**src/rtl/tms1x00_prog_loader.sv**
```systemverilog
// Wishbone loader for port 0 of the TMS1x00 program SRAM.
// Holds the core in reset while firmware is written and blocks writes once it runs.
module tms1x00_prog_loader #(
    parameter logic [31:0] BASE_ADDR = 32'h3000_0000
) (
    input  logic        wb_clk_i,
    input  logic        wb_rst_i,
    input  logic        wbs_cyc_i,
    input  logic        wbs_stb_i,
    input  logic        wbs_we_i,
    input  logic [3:0]  wbs_sel_i,
    input  logic [31:0] wbs_adr_i,
    input  logic [31:0] wbs_dat_i,
    output logic        wbs_ack_o,
    output logic [31:0] wbs_dat_o,
    output logic        sram_csb0,
    output logic        sram_web0,
    output logic [3:0]  sram_wmask0,
    output logic [8:0]  sram_addr0,
    output logic [31:0] sram_din0,
    input  logic [31:0] sram_dout0,
    output logic        cpu_rst_o,
    output logic [9:0]  load_count_o
);

    typedef enum logic [1:0] {IDLE, ACC, RD, ACK} state_t;

    state_t      state_q;
    logic        cpu_rst_q;
    logic        wr_blocked_q;
    logic [9:0]  load_count_q;
    logic [9:0]  load_count_d;
    logic        csb0_q;
    logic        web0_q;
    logic [3:0]  wmask0_q;
    logic [8:0]  addr0_q;
    logic [31:0] din0_q;
    logic [31:0] dat_q;
    logic [31:0] reg_rdata;
    logic        hit;
    logic        is_ctrl;
    logic        is_stat;
    logic        unused_ok;

    assign hit     = wbs_cyc_i & wbs_stb_i
                   & (wbs_adr_i[31:12] == BASE_ADDR[31:12]);
    assign is_ctrl = (wbs_adr_i[11:0] == 12'h800);
    assign is_stat = (wbs_adr_i[11:0] == 12'h804);

    assign unused_ok = ^wbs_adr_i[1:0];

    assign load_count_d = (load_count_q == 10'h3FF) ? load_count_q
                                                    : load_count_q + 10'd1;

    always_comb begin
        reg_rdata = '0;
        if (is_ctrl) begin
            reg_rdata = {30'd0, wr_blocked_q, cpu_rst_q};
        end else if (is_stat) begin
            reg_rdata = {22'd0, load_count_q};
        end
    end

    always_ff @(posedge wb_clk_i) begin
        if (wb_rst_i) begin
            state_q      <= IDLE;
            cpu_rst_q    <= 1'b1;
            wr_blocked_q <= 1'b0;
            load_count_q <= '0;
            csb0_q       <= 1'b1;
            web0_q       <= 1'b1;
            wmask0_q     <= '0;
            addr0_q      <= '0;
            din0_q       <= '0;
            dat_q        <= '0;
        end else begin
            case (state_q)
                IDLE: begin
                    if (hit) begin
                        if (!wbs_adr_i[11]) begin
                            addr0_q  <= wbs_adr_i[10:2];
                            din0_q   <= wbs_dat_i;
                            wmask0_q <= wbs_sel_i;
                            web0_q   <= ~wbs_we_i;
                            // A running core must never see its program change.
                            if (wbs_we_i && !cpu_rst_q) begin
                                csb0_q       <= 1'b1;
                                wr_blocked_q <= 1'b1;
                            end else begin
                                csb0_q <= 1'b0;
                            end
                            state_q <= ACC;
                        end else begin
                            if (wbs_we_i) begin
                                if (is_ctrl) begin
                                    cpu_rst_q <= wbs_dat_i[0];
                                    if (wbs_dat_i[1]) begin
                                        wr_blocked_q <= 1'b0;
                                    end
                                end
                                if (is_stat) begin
                                    load_count_q <= '0;
                                end
                            end else begin
                                dat_q <= reg_rdata;
                            end
                            state_q <= ACK;
                        end
                    end
                end
                ACC: begin
                    csb0_q <= 1'b1;
                    web0_q <= 1'b1;
                    if (!csb0_q && !web0_q) begin
                        load_count_q <= load_count_d;
                    end
                    state_q <= web0_q ? RD : ACK;
                end
                RD: begin
                    dat_q   <= sram_dout0;
                    state_q <= ACK;
                end
                ACK: begin
                    state_q <= IDLE;
                end
                default: begin
                    state_q <= IDLE;
                end
            endcase
        end
    end

    assign wbs_ack_o    = (state_q == ACK) & wbs_cyc_i & wbs_stb_i;
    assign wbs_dat_o    = dat_q;
    assign sram_csb0    = csb0_q;
    assign sram_web0    = web0_q;
    assign sram_wmask0  = wmask0_q;
    assign sram_addr0   = addr0_q;
    assign sram_din0    = din0_q;
    assign cpu_rst_o    = cpu_rst_q;
    assign load_count_o = load_count_q;

endmodule

```
**config.mk**
```make
export PLATFORM = sky130hd
export DESIGN_NAME = tms1x00_prog_loader
export DESIGN_NICKNAME = d
export VERILOG_FILES = /design/src/rtl/tms1x00_prog_loader.sv
export SDC_FILE = /design/constraint.sdc
export NUM_CORES = 1
export LEC_CHECK = 0
export BUFFER_PORTS_ARGS = -buffer_cell sky130_fd_sc_hd__clkbuf_2
export CORE_MARGIN = 5
export CORE_UTILIZATION = 45
export DETAILED_ROUTE_END_ITERATION = 7
export PLACE_DENSITY_LB_ADDON = 0.2
export SLEW_MARGIN = 20
export SYNTH_ARGS = -nofsm -noshare
export SYNTH_HDL_FRONTEND = slang
export SYNTH_SLANG_ARGS = --single-unit
```
**constraint.sdc**
```tcl
create_clock -name wb_clk_i -period 2.8 [get_ports wb_clk_i]
set_input_delay 0 -clock wb_clk_i [delete_from_list [all_inputs] [get_ports wb_clk_i]]
set_output_delay 0 -clock wb_clk_i [all_outputs]
set_load 0.05 [all_outputs]
```
Word-level counts from Yosys, hierarchy flattened
Cells that the tools add are included.
{ "word_totals": {"wordCells": 79, "output_inout_bits": 91, "input_bits": 105, "regBits": 93} }
{ "classes": {"mux": 29, "bitwise_logic": 6, "n_reduce_logical": 15, "n_eq_ne": 18, "n_addsub": 1} }
{ "ops": {"columns": ["op", "count"], "rows": [
  ["32-bit 2-to-1 mux", 3],
  ["10-bit 2-to-1 mux", 8],
  ["32-bit case mux with 2 select lines", 1],
  ["12-bit equality test, second input constant", 2],
  ["20-bit by 18-bit equality test with 1-bit output, second input constant", 1],
  ["10-bit case mux with 2 select lines", 1],
  ["2-bit != test, second input constant", 9],
  ["1-bit 2-to-1 mux", 11],
  ["10-bit by 1-bit adder with 10-bit output, second input constant", 1],
  ["10-bit equality test, second input constant", 1],
  ["2-bit case mux with 4 select lines", 1],
  ["7-bit AND reduction", 1],
  ["3-bit AND reduction", 2],
  ["6-bit AND reduction", 1],
  ["2-bit nonzero test", 3],
  ["5-bit AND reduction", 1],
  ["1-bit AND", 4],
  ["2-bit equality test, second input constant", 2],
  ["2-bit 2-to-1 mux", 2],
  ["2-bit by 1-bit != test with 1-bit output, second input constant", 2],
  ["1-bit case mux with 2 select lines", 2],
  ["4-bit AND reduction", 1],
  ["1-bit logical NOT", 3],
  ["2-bit by 1-bit equality test with 1-bit output, second input constant", 1],
  ["3 further kinds", 5]
]} }

Depth between registers and ports, before layout
{ "logic_depth": {"word_depth": 7, "ltp_mapped": 8, "ltp_nobuf": 7} }

Least setup slack after synthesis
Ideal clock, no wire load.
{ "synth_path": {"path_kind": "register to register", "startpoint": "register load_count_q[0], in the netlist load_count_o[0]", "endpoint": "register load_count_q[2], in the netlist load_count_o[2]", "t_arrival_ns": 2.073, "path_stages_with_launch": 7, "period_less_slack_ns": 2.190, "slack_ns": 0.610, "required_time_ns": 2.683, "cell_sequence": "dfxtp_1 -> ha_1 -> and3_1 -> a311oi_1 -> o21ai_1 -> a21oi_2 -> a32o_1"} }
{ "synth_via": {"elab_chain_cells": 4, "word_cells_on_any_way": 7} }
{ "synth_lines": {"columns": ["element", "line", "source"], "rows": [
  ["from (decl)", "31", "logic [9:0] load_count_q;"],
  ["from (signal assigned)", "115", "load_count_q <= load_count_d;"],
  ["10-bit by 1-bit adder with 10-bit output", "53", ": load_count_q + 10'd1;"],
  ["10-bit 2-to-1 mux", "52", "assign load_count_d = (load_count_q == 10'h3FF) ? load_count_q"],
  ["10-bit 2-to-1 mux", "114", "if (!csb0_q && !web0_q) begin"],
  ["10-bit case mux with 2 select lines", "77", "case (state_q)"]
]} }
Parallel ways exist; a longest one is shown, timed or not. The select of a mux whose other input is x is not followed.
A chain may end at the register's enable or synchronous reset.

Worst setup path in the final report
{ "layout_path": {"startpoint": "register state_q[0]", "endpoint": "register addr0_q[5], in the netlist sram_addr0[5]"} }
{ "layout_via": {"elab_chain_cells": 2} }
{ "layout_lines": {"columns": ["element", "line", "source"], "rows": [
  ["from (decl)", "28", "state_t state_q;"],
  ["from (signal assigned)", "117", "state_q <= web0_q ? RD : ACK;"],
  ["2-bit logical NOT", "77", null],
  ["3-bit AND reduction (no line)", null, null],
  ["to (signal assigned)", "81", "addr0_q <= wbs_adr_i[10:2];"],
  ["to (decl)", "36", "logic [8:0] addr0_q;"]
]} }
Every way passes these cells.

==> impl_summary.md <==
Place
The count of input and output buffers is a little under 200. Summing all placed instances gives a cell area of 5200 um^2. The post-detailed-placement half-perimeter wirelength is between 8000 and 9000 um. The routability congestion estimate from global placement is about 0.86.

Yosys
Synthesis produced a netlist with a net count of around 560. Summing every instance area after synthesis gives ~4200 um^2. Sequential elements use 44.8% of the synthesized area. The gate count after technology mapping is 451. The fraction of post-synthesis cell area in the top cell type by area is between 40% and 50%. By count the netlist is led by dfxtp_1, nor2_1, mux2i_1. The most common cell in the synthesized netlist is dfxtp_1. The fraction of synthesis flops using an asynchronous set or reset pin is 0%.

The synthesis warning total is 0. The library cell occupying the most area in the post-synthesis netlist is dfxtp_1. After synthesis, the cell types taking the most area are dfxtp_1, mux2i_1, nor2_1. The number of enable flip-flop cells after synthesis is 0. The flip-flop and latch count after synthesis is 93.

In this run, distinct cell masters in the synthesized netlist total 54. The prevailing post-synth register cell is dfxtp_1. The average cell area after synthesis is 9.22 um^2.

Floorplanning
After floorplanning, the core was sized to cover 9110 um^2. The die area is 11,300 um^2. From bottom edge to top edge, the die measures 106 um. The initial core utilization is 45.7%. The top-level I/O count is 196. In this run the core area contains 35 standard-cell rows. The width of the die is 106 um.

CTS
The TritonCTS clock tree is done. Once the clock tree was built, the resizer swapped 0 gates to a different size. In this run the number of H-tree levels came out at 3. The number of buffers on the longest clock path is 2. The total CTS buffers is 9. The clock slew at the register clock pins of the worst setup and hold paths is roughly 90 ps. The root buffer cell is clkbuf_8.

The clock reaches the later pin of the worst-skew pair after between 300 and 400 ps. The total clock sinks is 93.

Worst setup path
The signal on the critical path passes through inv_1 > ha_1 > inv_1 > nor4_4 > buf_12 > buf_4 > mux2i_1 > nor2_1. On the worst path, the slowest cell contributes a delay of approximately 340 ps. The type of the worst setup path is reg -> reg. The endpoint type of the worst setup path is a flip-flop. Along the worst path, the maximum fanout reaches 40. The worst path arrival time is 2450 ps. STA puts the critical path data required time at about 3000 ps.

The highest-delay cell along the critical path is dfxtp_1. In this design, the critical path's most frequently occurring cell is inv_1. The worst setup path is launched from a flip-flop.

Final layout
The final net count is 822. The area of all placed cells without fillers is roughly 6200 um^2. The synthesis-to-layout area growth is 48.5%.

0 antenna diodes ended up in the layout. The share of post-route cells with drive strength above 1 is 32.6%.

STA
Setup repair after global routing left no endpoint under its margin. Setup violations remaining at the end of the flow were counted as 0. The max-slew headroom at the worst pin is roughly 31%. The highest clock frequency the design can meet is 448 MHz. The aggregate negative setup slack is 0 ps. The hold violation total from the final report came to 0. Dividing the final minimum period by the clock period gives 79.7%. The transition time of the tightest slew-check pin is 1030 ps. The max-slew violation total from the final report is 0. The worst path needs 2230 ps of the cycle, external delays included.

The setup skew after layout is around 10 ps.

Drt
The post-detailed-route wirelength per cell is about 16 um. The routed design has between 10,000 and 15,000 um of wire. In this run the remaining antenna-violating nets after routing total 0. The residual DRC count is 0. The total number of vias is 4,398. The pre-antenna-repair detailed-routing pass consisted of 4 iterations. Dividing the detail-routed via count by the number of cells gives 5.32. The iteration-0 DRC count of the detailed router is 204.

Pwr
The switching power of the nets is about 1.1 mW. The share of total power dissipated in sequential elements is between 40% and 50%. The internal power consumption is 2.19 mW.

Power spread over the standard cell area amounts to 537 nW/um^2. Combinational logic is responsible for between 20% and 30% of the overall power. Across the VDD grid, the largest voltage drop is 279 uV. In this run switching power makes up 34.1% of total power. The clock share of power is 28.1%. In this run the static leakage power is 2.60 nW.

Global route
The wire length of the first global-routing pass is ~21,000 um. The number of antenna violations at the first check in global routing is 0. The total routing resource utilization after global routing is 22.7%.

The pin count of the biggest net entering global routing is 54. The number of global-route vias before repair is 4,441. The leftover overflow at the end of global routing is 0.

Min path
The worst hold path belongs to the class in -> reg.

Run status
The flow ran to the end, and the final reports show no timing, DRC or antenna violations.

Job
The max-cap violation count is 0.
-- critical path, delay by kind of cell, from the launching register on --
kind	cells	cell delay (ps)
buffers and inverters	4	830
adders and majority gates	1	310
DFF	1	340
and+or+nand+nor	2	370
muxes	1	220
-- area by class of cell --
| class | instances | area, um^2 |
|---|---|---|
| clock inverters | 4 | 56.3 |
| multi-input cells | 321 | 2120 |
| flip-flops and latches | 93 | 1860 |
| repair buffers | 280 | 1830 |
| clock buffers | 11 | 151 |
| fillers | 716 | 2930 |
| well taps | 111 | 139 |
| inverters | 6 | 22.5 |
-- power by group through the flow --
stage	combinational (mW)	sequential (mW)	clock, mW
after floorplan	0.472	1.57	0
after global placement	0.865	1.44	0
after detailed placement	0.881	1.44	0
after CTS	0.968	1.41	0.962
after global routing	1.07	1.42	1.02
final	0.977	1.41	0.933
-- final timing paths --
check / from / end / slack, ps / cells past startpoint
worst max-delay path: state_q[0]$_SDFFE_PP0P_ / sram_addr0[5]$_SDFFE_PP0P_ / 570 / 8
worst max register to register: state_q[0]$_SDFFE_PP0P_ / sram_addr0[5]$_SDFFE_PP0P_ / 570 / 8
worst min-delay path: wbs_adr_i[2] / sram_addr0[0]$_SDFFE_PP0P_ / 7 / 3
worst min register to register: wbs_dat_o[22]$_SDFFE_PP0P_ / wbs_dat_o[22]$_SDFFE_PP0P_ / 450 / 2
-- stage by stage --
stage / hold WS [ps] / total power, mW / worst slack (ps) / cells / util (%)
2_1_floorplan: 96.6 / 2.05 / 610 / 451 / -
3_5_place_dp: 212 / 2.32 / 591 / 734 / 57.1
3_3_place_gp: 210 / 2.30 / 685 / 734 / 57.1
5_1_grt: 53.1 / 3.51 / 264 / 826 / 67.8
4_1_cts: 2.28 / 3.34 / 591 / 826 / 67.8
6_report: 6.91 / 3.32 / 569 / 826 / 67.8
-- sequential cells by signal (all words and copies together), names as in the netlist --
signal and flops:
cpu_rst_o 1, load_count_o 10, sram_addr0 9, sram_csb0 1
sram_din0 32, sram_web0 1, sram_wmask0 4, state_q 2
wbs_dat_o 32, wr_blocked_q 1
-- cell usage in the layout (no fill, tap or decap), drive strengths merged, types with 3 or more instances in the layout --
cell type and n:
dfxtp 93, clkbuf 205, inv 6, and3 8
buf 9, nand4b 3, nor2b 5, ha 6
nand2b 5, nor3 20, nor2 64, o21ai 7
nand3 30, a21oi 27, or3 3, nand2 28
a221oi 14, mux2i 47, dlygate4sd3 77, nor4 14
nand4 3, a31oi 7, clkinv 3
-- timing repair --
item                      CTS  global route
hold buffers               77             0
buffers inserted            0             0
hold endpoints to repair   79             0
-- cell families (layout without fill, tap and decap cells) --
kind of cell	count (synthesis)	count (layout)	synth area share [%]
muxes	49	49	11.8
adders and majority gates	6	6	1.80
AOI/OAI and AO/OA	72	72	12.4
buffers and inverters	37	301	4.36
and+or+nand+nor	194	194	24.9
DFF	93	93	44.8
-- metal layers --
metal / up-vias / track usage [%] / wire length [um] / share of wire, %
met5: - / 0 / 0 / 0
met4: 0 / 9.07 / 299 / 2.3
met3: 29 / 5.59 / 1000 / 7.8
met2: 194 / 38.9 / 6330 / 49
met1: 2019 / 27.2 / 5210 / 41
li1: 2156 / - / - / -
Power figures use the tool's default switching activity.
